$ cat src/rtl/score_digits_gen_if.sv
// score_digits_gen_if: pixel timing, score control and render output of score_digits_gen.
interface score_digits_gen_if #(parameter int NUM_DIGITS = 2);
   logic [9:0] col, row;
   logic valid, frame_start, inc, clear, blink_en;
   logic [5:0] digit;
   logic [4*NUM_DIGITS-1:0] score;
   logic overflow;
   modport master (output col, row, valid, frame_start, inc, clear, blink_en, input digit, score, overflow);
   modport slave (input col, row, valid, frame_start, inc, clear, blink_en, output digit, score, overflow);
endinterface

$ cat src/rtl/score_digits_gen.sv
// score_digits_gen: BCD score counter rendered as seven-segment glyphs on the VGA pixel stream.
module score_digits_gen #(
   parameter int NUM_DIGITS = 2,
   parameter logic [9:0] X0 = 10'd46,
   parameter logic [9:0] Y0 = 10'd70,
   parameter logic [9:0] SEG_LEN = 10'd15,
   parameter logic [9:0] SEG_W = 10'd10,
   parameter logic [9:0] GAP = 10'd8,
   parameter logic [5:0] COLOR = 6'b001100,
   parameter bit WRAP = 1'b1,
   parameter bit BLANK_LZ = 1'b1,
   parameter int BLINK_FRAMES = 30
) (
   input logic clk,
   input logic reset,
   score_digits_gen_if.slave bus
);
   localparam int ND = NUM_DIGITS;
   localparam int SL = int'(SEG_LEN);
   localparam int SW = int'(SEG_W);
   localparam int XB = int'(X0);
   localparam int YB = int'(Y0);
   localparam int W = SL + 2*SW;
   localparam int H = 2*SL + 3*SW;
   localparam int PITCH = W + int'(GAP);
   localparam int BW = $clog2(BLINK_FRAMES + 1);
   logic [4*ND-1:0] score_q, score_d;
   logic ovf_q, ovf_d, phase_q, phase_d, carry, all9, lit, lz, up, lo, lft, rgt, inx, bwrap;
   logic [BW-1:0] bcnt_q, bcnt_d;
   logic [5:0] digit_q, digit_d;
   logic [3:0] nib;
   logic [6:0] sg;
   int c, r, x;
   // Segment bits abcdefg, a in bit 6.
   function automatic logic [6:0] seg7(input logic [3:0] n);
      case (n)
         4'd0: return 7'b1111110;
         4'd1: return 7'b0110000;
         4'd2: return 7'b1101101;
         4'd3: return 7'b1111001;
         4'd4: return 7'b0110011;
         4'd5: return 7'b1011011;
         4'd6: return 7'b1011111;
         4'd7: return 7'b1110000;
         4'd8: return 7'b1111111;
         4'd9: return 7'b1111011;
         default: return 7'b0000000;
      endcase
   endfunction
   always_comb begin
      score_d = score_q;
      ovf_d = ovf_q;
      carry = 1'b1;
      all9 = 1'b1;
      for (int i = 0; i < ND; i++) all9 = all9 && score_q[4*i +: 4] == 4'd9;
      if (bus.clear) begin
         score_d = '0;
         ovf_d = 1'b0;
      end else if (bus.inc && all9) begin
         score_d = WRAP ? '0 : score_q;
         ovf_d = 1'b1;
      end else if (bus.inc) begin
         for (int i = 0; i < ND; i++) begin
            score_d[4*i +: 4] = !carry ? score_q[4*i +: 4] : score_q[4*i +: 4] == 4'd9 ? 4'd0 : score_q[4*i +: 4] + 4'd1;
            carry = carry && score_q[4*i +: 4] == 4'd9;
         end
      end
   end
   always_comb begin
      bwrap = bcnt_q == BW'(BLINK_FRAMES - 1);
      bcnt_d = !bus.blink_en ? '0 : !bus.frame_start ? bcnt_q : bwrap ? '0 : bcnt_q + 1'b1;
      phase_d = bus.blink_en && (phase_q ^ (bus.frame_start && bwrap));
   end
   always_comb begin
      lit = 1'b0;
      lz = 1'b1;
      nib = 4'd0;
      sg = 7'd0;
      x = 0;
      lft = 1'b0;
      rgt = 1'b0;
      inx = 1'b0;
      c = int'(bus.col);
      r = int'(bus.row);
      up = r >= YB && r < YB + 2*SW + SL;
      lo = r >= YB + SW + SL && r < YB + H;
      for (int i = 0; i < ND; i++) begin
         nib = score_q[4*(ND-1-i) +: 4];
         lz = lz && nib == 4'd0;
         sg = seg7(nib);
         x = XB + i*PITCH;
         inx = c >= x && c < x + W;
         lft = c >= x && c < x + SW;
         rgt = c >= x + W - SW && c < x + W;
         lit = lit || (!(BLANK_LZ && lz && i != ND - 1) &&
            ((sg[6] && inx && r >= YB && r < YB + SW) ||
             (sg[5] && rgt && up) || (sg[4] && rgt && lo) ||
             (sg[3] && inx && r >= YB + H - SW && r < YB + H) ||
             (sg[2] && lft && lo) || (sg[1] && lft && up) ||
             (sg[0] && inx && r >= YB + SW + SL && r < YB + 2*SW + SL)));
      end
      digit_d = bus.valid && lit && !(bus.blink_en && phase_q) ? COLOR : 6'd0;
   end
   always_ff @(posedge clk or posedge reset) begin
      if (reset) begin
         score_q <= '0;
         ovf_q <= 1'b0;
         bcnt_q <= '0;
         phase_q <= 1'b0;
         digit_q <= 6'd0;
      end else begin
         score_q <= score_d;
         ovf_q <= ovf_d;
         bcnt_q <= bcnt_d;
         phase_q <= phase_d;
         digit_q <= digit_d;
      end
   end
   assign bus.digit = digit_q;
   assign bus.score = score_q;
   assign bus.overflow = ovf_q;
endmodule
$ cat src/flat_wrapper.sv
// flat-port wrapper written by rule: the top's interface ports become plain ports
module score_digits_gen_flat 
#(
   parameter int NUM_DIGITS = 2,
   parameter logic [9:0] X0 = 10'd46,
   parameter logic [9:0] Y0 = 10'd70,
   parameter logic [9:0] SEG_LEN = 10'd15,
   parameter logic [9:0] SEG_W = 10'd10,
   parameter logic [9:0] GAP = 10'd8,
   parameter logic [5:0] COLOR = 6'b001100,
   parameter bit WRAP = 1'b1,
   parameter bit BLANK_LZ = 1'b1,
   parameter int BLINK_FRAMES = 30
)
  (clk, reset, bus_col, bus_row, bus_valid, bus_frame_start, bus_inc, bus_clear, bus_blink_en, bus_digit, bus_score, bus_overflow);
  score_digits_gen_if #(.NUM_DIGITS(NUM_DIGITS)) bus_i ();
  input logic clk;
  input logic reset;
  input wire logic [$bits(bus_i.col)-1:0] bus_col;
  input wire logic [$bits(bus_i.row)-1:0] bus_row;
  input wire logic [$bits(bus_i.valid)-1:0] bus_valid;
  input wire logic [$bits(bus_i.frame_start)-1:0] bus_frame_start;
  input wire logic [$bits(bus_i.inc)-1:0] bus_inc;
  input wire logic [$bits(bus_i.clear)-1:0] bus_clear;
  input wire logic [$bits(bus_i.blink_en)-1:0] bus_blink_en;
  output wire logic [$bits(bus_i.digit)-1:0] bus_digit;
  output wire logic [$bits(bus_i.score)-1:0] bus_score;
  output wire logic [$bits(bus_i.overflow)-1:0] bus_overflow;
  assign bus_i.col = bus_col;
  assign bus_i.row = bus_row;
  assign bus_i.valid = bus_valid;
  assign bus_i.frame_start = bus_frame_start;
  assign bus_i.inc = bus_inc;
  assign bus_i.clear = bus_clear;
  assign bus_i.blink_en = bus_blink_en;
  assign bus_digit = bus_i.digit;
  assign bus_score = bus_i.score;
  assign bus_overflow = bus_i.overflow;
  score_digits_gen #(.NUM_DIGITS(NUM_DIGITS), .X0(X0), .Y0(Y0), .SEG_LEN(SEG_LEN), .SEG_W(SEG_W), .GAP(GAP), .COLOR(COLOR), .WRAP(WRAP), .BLANK_LZ(BLANK_LZ), .BLINK_FRAMES(BLINK_FRAMES)) u_core (.clk(clk), .reset(reset), .bus(bus_i));
endmodule
$ cat config.mk
export PLATFORM = sky130hd
export DESIGN_NAME = score_digits_gen_flat
export DESIGN_NICKNAME = d
export VERILOG_FILES = /design/src/rtl/score_digits_gen_if.sv /design/src/rtl/score_digits_gen.sv /design/src/flat_wrapper.sv
export SDC_FILE = /design/constraint.sdc
export NUM_CORES = 1
export LEC_CHECK = 0
export BUFFER_PORTS_ARGS = -buffer_cell sky130_fd_sc_hd__buf_2
export CAP_MARGIN = 0
export CORE_UTILIZATION = 55
export CTS_CLUSTER_DIAMETER = 40
export CTS_CLUSTER_SIZE = 20
export DETAILED_ROUTE_END_ITERATION = 12
export PLACE_DENSITY = 0.9
export REMOVE_ABC_BUFFERS = 1
export SLEW_MARGIN = 25
export SYNTH_ARGS = -nofsm -noshare
export SYNTH_HDL_FRONTEND = slang
export SYNTH_SLANG_ARGS = --single-unit
$ cat constraint.sdc
create_clock -name clk -period 4.56 [get_ports clk]
set_input_delay 0.912 -clock clk [delete_from_list [all_inputs] [get_ports clk]]
set_output_delay 0.912 -clock clk [all_outputs]
set_load 0.02 [all_outputs]
**After elaboration in Yosys (flattened, before gate mapping)**

Memories as Yosys holds them, arrays and structs flattened.
Cells that the tools add are included.

- Add/subtract/negate cells: 3
- Bitwise logic cells: 1
- Mux-type cells: 12
- Reduce and logical (&&, ||, !) cells: 70
- $lt $le $gt $ge: 14
- Equal/unequal tests: 4

Operators with widths:

| cell | count |
|---|---|
| $ge 10x7->1 const B | 6 |
| $logic_and 1x1->1 | 50 |
| $lt 10x7->1 const B | 5 |
| $mux 8 | 3 |
| $mux 4 | 4 |
| $mux 5 | 3 |
| $logic_or 1x1->1 | 13 |
| $ge 10x6->1 const B | 1 |
| $lt 10x6->1 const B | 1 |
| $lt 10x8->1 const B | 1 |
| $add 4x1->4 const B | 2 |
| $eq 4x4->1 const B | 2 |
| $reduce_bool 3->1 | 2 |
| $add 5x1->5 const B | 1 |
| $eq 5x5->1 const B | 1 |
| $logic_not 4->1 | 1 |
| $logic_not 1->1 | 2 |
| $mux 1 | 2 |
| $ne 2x2->1 const B | 1 |
| $reduce_and 2->1 | 1 |
| $reduce_bool 2->1 | 1 |
| $xor 1x1->1 | 1 |

- Word-level logic and storage cells: 112
- Memory bits (read-only): 224
- Memories: 2
- Flip-flop bits (word level): 21

Memories:

| name | words | width | rd ports | clocked after memory_dff | wr ports | RTL line | text |
|---|---|---|---|---|---|---|---|
| (no name shown) | 16 | 7 | 1 | 0 | 0 | score_digits_gen.sv:36 | `case (n)` |
| (no name shown) | 16 | 7 | 1 | 0 | 0 | score_digits_gen.sv:36 |  |

**Logic depth before layout (Yosys ltp)**

- Depth after elaboration: 16
- Depth in mapped cells: 9

**Worst setup path before layout**

Ideal clock, no wire load.

- Path type: input -> register
- Start: input port bus_row[2]
- End: register u_core.digit_q[2], in the netlist u_core.bus.digit[2]
- Buffers on the path: 0
- Library setup time: 0.135 ns
- Required time: 4.425 ns
- Arrival time: 2.164 ns
- Slack: 2.262 ns
- Cell stages on the path: 7
- Cell sequence: a21o_1 or3_1 nand4_2 a32oi_1 a221o_1 a32oi_1 o32ai_1

- Cells in the longest elaborated chain, start to end: 14

Ends and longest elaborated chain:

| what | RTL line | text |
|---|---|---|
| from (decl) | flat_wrapper.sv:20 | `input wire logic [$bits(bus_i.row)-1:0] bus_row;` |
| $ge 10x7->1 / $lt 10x7->1 (equally long branches) | score_digits_gen.sv:85, score_digits_gen.sv:96, score_digits_gen.sv:100 |  |
| $logic_and 1x1->1, on equally long branches | score_digits_gen.sv:96, score_digits_gen.sv:85 |  |
| $logic_and 1x1->1, on equally long branches | score_digits_gen.sv:96, score_digits_gen.sv:97 |  |
| $logic_or 1x1->1 | score_digits_gen.sv:96 | `((sg[6] && inx && r >= YB && r < YB + SW) \|\|` |
| $logic_or 1x1->1 (2 in series) | score_digits_gen.sv:97 | `(sg[5] && rgt && up) \|\| (sg[4] && rgt && lo) \|\|` |
| $logic_or 1x1->1 | score_digits_gen.sv:98 | `(sg[3] && inx && r >= YB + H - SW && r < YB + H) \|\|` |
| $logic_or 1x1->1 (2 in series) | score_digits_gen.sv:99 | `(sg[2] && lft && lo) \|\| (sg[1] && lft && up) \|\|` |
| $logic_and 1x1->1 | score_digits_gen.sv:95 | `lit = lit \|\| (!(BLANK_LZ && lz && i != ND - 1) &&` |
| $logic_or 1x1->1 (*) | score_digits_gen.sv:95 |  |
| $logic_and 1x1->1 (*) (2 in series) | score_digits_gen.sv:102 | `digit_d = bus.valid && lit && !(bus.blink_en && phase_q) ? COLOR : 6'd0;` |
| $mux 4 (*) | score_digits_gen.sv:102 |  |
| via u_core.digit_d[2] | score_digits_gen.sv:30 | `logic [5:0] digit_q, digit_d;` |
| to (signal assigned) | score_digits_gen.sv:116 | `digit_q <= digit_d;` |
| to (decl) | score_digits_gen.sv:30 |  |

Mark *: on every way through the listed nets, which the timed path passes. The rest lies on a longest branch.
A chain may end at the register's enable or synchronous reset.

**Worst setup path in the final report**

- Start: input port bus_row[1]
- End: register u_core.digit_q[2], in the netlist u_core.bus.digit[2]

Same word-level chain as after synthesis.

==> results.toml <==
[logic_synthesis]
synth_cells = 193
ys_ff_latch = 16
ys_top_cells_by_count = "19 x nand2_1, 17 x o21ai_0, 16 x dfrtp_1"
netlist.area_leader.share_pct = 25.8
ys.flop_type = "dfrtp_1"
seq_area_frac_synth_pct = 25.8
synthTopCellsByArea = "dfrtp_1 26%, ha_1 8.1%, o21ai_0 5.5%, nand2_1 4.6%, a21oi_1 3.6%"
ys_types = 62
syn_area_um2 = 1550
yosysWarnings = 0
synth.most_common_cell = "nand2_1"
syn_area_per_cell_um2 = 8.03
synth.largest_area_cell = "dfrtp_1"
synthArstFlopShare_pct = 100
synth_edf_count = 0

[detailed_routing]
vias_per_cell = 5.94
firstDrtPassIters = 4
wirelength_mm = 3.32
drt-initial-drc-count = 15
ant_nets = 0
wl_per_cell_um = 13.0
drc = 0
route.vias.total = 1521

[sta]
rsz0062_at_grt = "no"
fmax_mhz = 436
final_max_slew_viol_count = 0
worstMarginPinSlew_ns = 0.609
slew_headroom_pct = 59.4
hold_slack_ns = 0.472
period_needed_ns = 2.29
hold_viol = 0
skew_ns = 0.00220
fin_crit_sh_pct = 50.3
finalSetupViolCount = 0
tns_ns = 0

[die]
ioPinCount = 42
die_y_um = 55.1
die-area_um2 = 3030
initial_core_util_pct = 60.3
die_x_um = 55.1
rows = 18
core-area_um2 = 2570

[global_route]
grt_max_degree = 17
track_usage_pct = 23.4
grt_pass1_vias = 1271
grt_pass1_wl_mm = 5.29
antenna_found_initial = 0
gr-total-overflow = 0

[worst_setup_path]
required_ns = 4.75
cp_max_fo = 5
reg2reg_to = "u_core.bus.digit[2]"
timing.rr.start = "u_core.bus.score[0]"
worst_ep_arrival_time_ns = 2.48
reg2reg_slack_ns = 2.44
startpoint_type = "input pin"
crit_path_end_kind = "flip-flop"
r2r_cells = 9
critical_path_class = "input pin to flip-flop"

[worst_hold_path]
hold_end = "u_core.bcnt_q[4]"
worstHoldPathCells = 1
hp-class = "flip-flop to flip-flop"
min_from = "u_core.bcnt_q[4]"

[placed_design]
port_buffers = 37
hpwlAfterDp_mm = 2.61
place_area_um2 = 1710
gp_congestion = 0.851
dp.cells = 253

[cts]
cts_tree = "done"
cts-root-buf = "clkbuf_4"
worstSkewPairLatency_ns = 0.28
clkTransAtPathRegs_ns = 0.09
max-clock-path-buffers = 2
numCtsBuffers = 3
htreeDepth = 1
cts.repair.resized = 0
cts_setup_buffers = 0
clock_sinks = 16
ctsHoldBuffers = 0

[power]
power_frac_comb_pct = 25.9
sw_frac_of_total_pct = 32.5
leakage_nw = 0.786
seq_power_share_pct = 50.5
clkPwrFrac_pct = 23.6
p_sw_uw = 100
ir_worst_vdd_mv = 0.213
power.density_nw_per_um2 = 178
p_int_uw = 209

[outcome]
status = "finished clean"

[job]
max_cap_violations = 0

[cells_and_area]
final_area_um2 = 1730
final_cells = 256
antennaDiodeCount = 0
drive_gt1_share_pct = 22.6
utilization_pct = 67.4
final_nets = 265
syn_to_final_growth_pct = 11.7
==> worst max-delay path, stage by stage <==
cell and delay (ns):
buf_2 0.12, o31a_1 0.30, o21ai_1 0.21, nand4_2 0.20, a32oi_1 0.25, a221o_1 0.16, a32oi_1 0.09, o32ai_1 0.22
==> power by group through the flow <==
stage	registers, mW	logic, mW	clock network [mW]
after CTS	0.156	0.0799	0.0745
after global placement	0.158	0.0780	0
after detailed placement	0.159	0.0794	0
after floorplan	0.161	0.0436	0
final	0.156	0.0801	0.0727
after global routing	0.157	0.0911	0.0792
==> state kept, by name, summed over array words and instances, names as in the netlist <==
name and flops:
u_core.bus.digit 1, u_core.phase_q 1, u_core.bus.score 8, u_core.bus.overflow 1, u_core.bcnt_q 5
==> area by class of cell <==
cell class                 instances  area (µm²)
multi-input combinational        161        1050
fill                             229         837
sequential                        16         400
timing repair buffer              37         185
tap                               30        37.5
inverter                           9        33.8
clock buffer                       3        22.5
==> cell families (layout without fill, tap and decap cells) <==
kind of cell | count (synthesis) | in the layout | synth area share (%)
buffers and inverters | 19 | 49 | 7.03
AND/OR/NAND/NOR | 82 | 82 | 29.4
adder cells (fa/ha/maj) | 10 | 10 | 8.08
AO/OA/AOI/OAI | 58 | 58 | 25.1
flip-flops | 16 | 16 | 25.8
XOR/XNOR | 4 | 4 | 2.26
multiplexers | 3 | 3 | 2.02
other | 1 | 4 | 0.242
==> routing by layer <==
layer	global-route usage [%]	share of wire [%]
met5	0	0
met4	5.42	0.75
met3	3.28	4.4
met2	42.4	48
met1	28.9	47
==> through the flow <==
stage / total power [mW] / setup slack, ns
after floorplan: 0.204 / 2.26
after global placement: 0.236 / 2.07
after detailed placement: 0.238 / 2.02
after CTS: 0.310 / 2.29
after global routing: 0.328 / 2.17
final: 0.309 / 2.27
==> cell usage in the layout (no fill, tap or decap), types with 3 or more instances in the layout <==
cell type   n
nand3b_1    3
and2_1      6
o21ai_0    17
nand4_1     5
nand2_1    19
clkbuf_4    3
ha_1       10
nand3_1     7
inv_1       9
nor3_1      5
buf_2      37
a21oi_1    11
or3_1       3
xor2_1      3
dfrtp_1    16
nor2_1     13
nor2b_1     5
conb_1      4
==> how the worst max path moves through the flow <==
stage	slack, ns	to	cells past startpoint	start
finish	2.27	u_core.bus.digit[2]	8	bus_row[1]
global route	2.17	u_core.bus.digit[2]	8	bus_row[1]
CTS	2.29	u_core.bus.digit[2]	8	bus_row[1]
detailed placement	2.02	u_core.bus.digit[2]	8	bus_row[1]
global placement	2.07	u_core.bus.digit[2]	8	bus_row[2]
floorplan	2.26	u_core.bus.digit[2]	7	bus_row[2]
Note: power is estimated with default switching activity, not from simulation.
